## config.mk

```make
export PLATFORM = sky130hd
export DESIGN_NAME = serial_odev
export DESIGN_NICKNAME = d
export VERILOG_FILES = /design/src/rtl/serial_odev_pkg.sv /design/src/rtl/serial_odev_fifo.sv /design/src/rtl/serial_odev.sv
export SDC_FILE = /design/constraint.sdc
export NUM_CORES = 1
export LEC_CHECK = 0
export ABC_AREA = 1
export BUFFER_PORTS_ARGS = -buffer_cell sky130_fd_sc_hd__buf_2
export CAP_MARGIN = 30
export CORE_MARGIN = 4
export CORE_UTILIZATION = 55
export CTS_CLUSTER_DIAMETER = 30
export DETAILED_ROUTE_END_ITERATION = 8
export PLACE_DENSITY = 0.73
export SYNTH_ARGS = -nofsm -noshare
export SYNTH_HDL_FRONTEND = slang
export SYNTH_SLANG_ARGS = --single-unit
```

## constraint.sdc

```tcl
create_clock -name clk -period 3.65 [get_ports clk]
set_clock_uncertainty 0.15 [all_clocks]
set_input_delay 0.1825 -clock clk [delete_from_list [all_inputs] [get_ports clk]]
set_output_delay 0.1825 -clock clk [all_outputs]
set_load 0.02 [all_outputs]
```

## src/rtl/serial_odev_pkg.sv

```systemverilog
// Shared types and defaults for the serial output device.
// Imported by the FIFO and the transmitter top.
package serial_odev_pkg;

  localparam int DEF_CLKS_PER_BIT = 16;
  localparam int DEF_FIFO_DEPTH   = 4;

  typedef enum logic [1:0] {
    IDLE,
    START,
    DATA,
    STOP
  } state_t;

  function automatic logic [7:0] term_cnt(
    input int clks
  );
    return 8'(clks - 1);
  endfunction

endpackage

```

## src/rtl/serial_odev_fifo.sv

```systemverilog
// Synchronous byte FIFO with push, pop, full and level.
// A push while full is ignored; head data is always visible on dout.
module serial_odev_fifo
  import serial_odev_pkg::*;
#(
  parameter int DEPTH = DEF_FIFO_DEPTH
) (
  input  logic       clk,
  input  logic       rst_bar,
  input  logic       push,
  input  logic       pop,
  input  logic [7:0] din,
  output logic [7:0] dout,
  output logic       full,
  output logic [4:0] level
);

  localparam int AW = $clog2(DEPTH);

  logic [7:0]    mem [DEPTH];
  logic [AW-1:0] wptr;
  logic [AW-1:0] rptr;
  logic          do_push;
  logic          do_pop;

  assign full    = (level == 5'(DEPTH));
  assign do_push = push && !full;
  assign do_pop  = pop && (level != 5'd0);
  assign dout    = mem[rptr];

  always_ff @(posedge clk or negedge rst_bar) begin
    if (!rst_bar) begin
      wptr  <= '0;
      rptr  <= '0;
      level <= 5'd0;
    end else begin
      if (do_push) wptr <= wptr + AW'(1);
      if (do_pop)  rptr <= rptr + AW'(1);
      unique case ({do_push, do_pop})
        2'b10:   level <= level + 5'd1;
        2'b01:   level <= level - 5'd1;
        default: level <= level;
      endcase
    end
  end

  // Storage needs no reset: level and pointers decide what is valid.
  always_ff @(posedge clk) begin
    if (do_push) mem[wptr] <= din;
  end

endmodule

```

## src/rtl/serial_odev.sv

```systemverilog
// Buffered serial output device: CPU writes bytes into a FIFO,
// an 8N1 transmitter drains them onto txd, LSB first.
module serial_odev
  import serial_odev_pkg::*;
#(
  parameter int CLKS_PER_BIT = DEF_CLKS_PER_BIT,
  parameter int FIFO_DEPTH   = DEF_FIFO_DEPTH
) (
  input  logic       clk,
  input  logic       rst_bar,
  input  logic       wr_bar,
  input  logic [7:0] d_in,
  output logic       txd,
  output logic       busy,
  output logic       full,
  output logic [4:0] level,
  output logic       ovf
);

  localparam logic [7:0] TC = term_cnt(CLKS_PER_BIT);

  state_t     state;
  state_t     state_d;
  logic [7:0] cnt;
  logic [7:0] cnt_d;
  logic [2:0] bit_idx;
  logic [2:0] bit_d;
  logic [7:0] shreg;
  logic [7:0] sh_d;
  logic       txd_d;
  logic       pop;
  logic       wr;
  logic [7:0] head;

  assign wr   = !wr_bar;
  assign busy = (state != IDLE) || (level != 5'd0);

  serial_odev_fifo #(
    .DEPTH (FIFO_DEPTH)
  ) u_fifo (
    .clk     (clk),
    .rst_bar (rst_bar),
    .push    (wr),
    .pop     (pop),
    .din     (d_in),
    .dout    (head),
    .full    (full),
    .level   (level)
  );

  always_ff @(posedge clk or negedge rst_bar) begin
    if (!rst_bar) begin
      ovf <= 1'b0;
    end else if (wr && full) begin
      ovf <= 1'b1;
    end
  end

  always_ff @(posedge clk or negedge rst_bar) begin
    if (!rst_bar) begin
      state   <= IDLE;
      cnt     <= 8'd0;
      bit_idx <= 3'd0;
      shreg   <= 8'd0;
      txd     <= 1'b1;
    end else begin
      state   <= state_d;
      cnt     <= cnt_d;
      bit_idx <= bit_d;
      shreg   <= sh_d;
      txd     <= txd_d;
    end
  end

  // txd_d is the line level for the cycle after the edge,
  // so the output stays a plain flop.
  always_comb begin
    state_d = state;
    cnt_d   = (cnt == TC) ? 8'd0 : cnt + 8'd1;
    bit_d   = bit_idx;
    sh_d    = shreg;
    txd_d   = txd;
    pop     = 1'b0;
    unique case (state)
      IDLE: begin
        txd_d = 1'b1;
        cnt_d = 8'd0;
        if (level != 5'd0) begin
          pop     = 1'b1;
          sh_d    = head;
          bit_d   = 3'd0;
          state_d = START;
          txd_d   = 1'b0;
        end
      end
      START: begin
        if (cnt == TC) begin
          state_d = DATA;
          txd_d   = shreg[0];
        end
      end
      DATA: begin
        if (cnt == TC) begin
          if (bit_idx == 3'd7) begin
            state_d = STOP;
            txd_d   = 1'b1;
          end else begin
            bit_d = bit_idx + 3'd1;
            sh_d  = {1'b0, shreg[7:1]};
            txd_d = shreg[1];
          end
        end
      end
      STOP: begin
        if (cnt == TC) begin
          state_d = IDLE;
          txd_d   = 1'b1;
        end
      end
      default: begin
        state_d = IDLE;
        txd_d   = 1'b1;
      end
    endcase
  end

endmodule

```

==> qor.csv <==
stage,metric,value,unit
timing,Hold Fails Final Rpt,0,
global_route,initial antenna violation count,0,
run_status,outcome,completed,
placed_design,pre-CTS setup slack,1.02,ns
synth,Syn Nets,363,
die,Die Ht,82.6,µm
synth,cells after synthesis,336,
die,row cnt,26,
job,MaxCap Viol Count,0,
synth,mapped cell area,3060,µm²
final_layout,final cell utilization of the core,0.672,
critical_path,CP Data Arrival Time,2.72,ns
die,I/O pins,20,
final_layout,ratio of cells with drive above 1 in the final layout,0.102,
critical_path,worst setup path category,flip-flop to flip-flop,
final_layout,"Non-Filler Cell Area, Final",3520,µm²
route,via count,2212,
critical_path,crit end category,flip-flop,
power,Design Power,1.94,mW
global_route,GRT Resource Usage Total,0.196,
clocking,CTS tree,done,
clocking,Resize count post-CTS,0,
clocking,Worst-path clk slew,0.07,ns
timing,Hold Slack,0.276,ns
critical_path,crit path max fanout,9,
synth,synth unique cells,25,
clocking,CTS H-tree lvls,3,
final_layout,Final Instance Count excl. Fillers,443,
global_route,vias in the first global route,2117,
synth,register area share after synthesis,0.576,
synth,commonest register cell after synthesis,edfxtp_1,
timing,Worst-Margin Slew,0.795,ns
route,drt initial violations,142,
final_layout,fin nets,395,
timing,fin. max-slew vios,0,
timing,min Tclk post-route,2.63,ns
die,DIE WIDTH,82.6,µm
route,metal3 WL,204,µm
synth,Simple-Gate Fraction of Synth Area,0.260,
critical_path,critical path's slowest cell,dfrtp_1,
global_route,gr ovfl total,0,
timing,setup ws final,1.02,ns
timing,setup TNS,0,ns
synth,largest family of logic cells by synthesized area,simple AND/OR/NAND/NOR gates,
power,Power Dens Cells,553,nW/µm²
clocking,root buf cell,clkbuf_8,
timing,setup violators final,0,
placed_design,gpl congestion,0.785,
placed_design,placed insts,417,
die,core area,5240,µm²
clocking,CTS max path bufs,2,
critical_path,critical path's top delay family,simple AND/OR/NAND/NOR gates,
route,post-DR wirelength/cell,12.9,µm
power,VDD IR-drop max,0.415,mV
synth,"top cells by count, synth","118 x nand2_1, 34 x nand3_1, 32 x edfxtp_1, 32 x inv_1, 31 x dfrtp_1",
synth,Compound-Gate Fraction of Synth Area,0.0278,
synth,top-count cell post-synth,nand2_1,
route,drt first pass iters,4,
placed_design,HPWL Detailed,3780,µm
synth,post-synth top area share,0.314,
synth,post-synthesis adder-cell area fraction,0.0654,
route,met2 routed WL,2760,µm
timing,Slew headroom,0.468,
die,die area,6820,µm²
synth,mux share of post-synthesis cell area,0,
synth,XOR/XNOR Fraction of Synth Area,0.0172,
clocking,Worst-Skew Late Latency,0.34,ns
synth,number of synthesized flops with an enable pin,32,
synth,Synth area leaders,"edfxtp_1 31%, dfrtp_1 25%, nand2_1 14%",
critical_path,CP Buf/Inv Count,1,
synth,Mean Syn Cell Area,9.11,µm²
die,Starting Density,0.584,
global_route,largest net degree at the start of global routing,33,
clocking,hold_buf cts,10,
critical_path,crit path cell chain,"nor2_1, nand4_1, nand2_1, ha_1, nor2_1, nor2_1, ha_1, inv_1, nand2_1, nand3_1, nand2_1, nand2_1, nand3_1, nand2_1",
final_layout,n_diodes,0,
critical_path,CP max stage delay,0.43,ns
worst_hold_path,Hold Crit Class,primary input to async pin,
route,Routed Antenna Nets,0,
synth,asr flop ratio synth,0.500,
timing,period utilization,0.722,
route,top sig layer,met4,
route,routed wire length,5720,µm
synth,Synth Warn #,0,
clocking,buffer count from post-CTS setup fixing,0,
clocking,clock tree sinks,64,
timing,unrepaired setup endpoints after global routing,false,
final_layout,Layout area overhead,14.9,%
placed_design,# port buffers,19,
critical_path,CP dominant cell by count,nand2_1,
placed_design,placed instance area,3210,µm²
clocking,total CTS buffers,9,
power,leakage power,1.67,nW
synth,"area leader, netlist",edfxtp_1,
global_route,global-route wire length before repair,9830,µm
critical_path,Worst Path Required,3.73,ns
route,Via density,4.99,
synth,Seq cells post-synth,64,
route,wl on met1,2660,µm
timing,FMAX,380,MHz
route,residual DRC count,0,
critical_path,Worst setup SP type,flip-flop,
==> cell families after synthesis <==
kind of cell,count (synthesis)
flops,64
compound gates,16
fa+ha+maj,16
buf+inv,42
simple gates,192
xor+xnor,6
==> flip-flops by register name (all words and copies together) (netlist names) <==
| signal | count |
|---|---|
| u_fifo.rptr | 2 |
| u_fifo.level | 5 |
| u_fifo.wptr | 2 |
| bit_idx | 3 |
| state | 2 |
| shreg | 8 |
| cnt | 8 |
| u_fifo.mem | 32 |
| ovf | 1 |
| txd | 1 |
==> worst paths after layout <==
kind                            startpoint               to  slack [ns]  cells after the start
max reg2reg                u_fifo.level[1]  u_fifo.level[4]        1.02                     14
min                                rst_bar         shreg[6]        0.28                      2
min in group clk                       ovf              ovf        0.33                      1
max                        u_fifo.level[1]  u_fifo.level[4]        1.02                     14
min reg2reg                            ovf              ovf        0.33                      1
max in group asynchronous          rst_bar         state[0]        2.61                      2
==> where the power goes <==
group | internal [mW] | total, mW | switching [mW] | leakage [nW]
combinational | 0.115 | 0.346 | 0.231 | 0.877
sequential | 0.880 | 0.941 | 0.0616 | 0.691
clock | 0.381 | 0.657 | 0.276 | 0.0999
total | 1.38 | 1.94 | 0.569 | 1.67
==> routing by layer <==
| layer | track usage | vias up |
|---|---|---|
| met5 | 0 | - |
| met4 | 0.0768 | 0 |
| met3 | 0.0586 | 10 |
| met2 | 0.308 | 35 |
| met1 | 0.255 | 1025 |
| li1 | - | 1142 |
==> final cells by class <==
class / instances / area, µm²
flip-flops and latches: 64 / 1760
fillers: 418 / 1720
multi-input cells: 230 / 1130
repair buffers: 29 / 195
clock buffers: 10 / 128
inverters: 34 / 128
well taps: 70 / 87.6
clock inverters: 6 / 83.8
==> cell usage in the layout, fill, tap and decap left out, types with 2 or more instances in the layout <==
master and n:
bufinv_16 2, clkinvlp_4 2, ha_1 16, nand4_1 5
buf_2 19, dfrtp_1 31, xor2_1 4, inv_1 32
dlygate4sd3_1 10, nand3_1 34, o21ai_1 2, nand2_1 118
clkinv_1 2, a21oi_1 5, o21ai_0 7, nor2_1 27
clkbuf_8 9, xnor2_1 2, edfxtp_1 32, o21bai_1 2
nor3_1 4
Note: power is estimated with default switching activity, not from simulation.
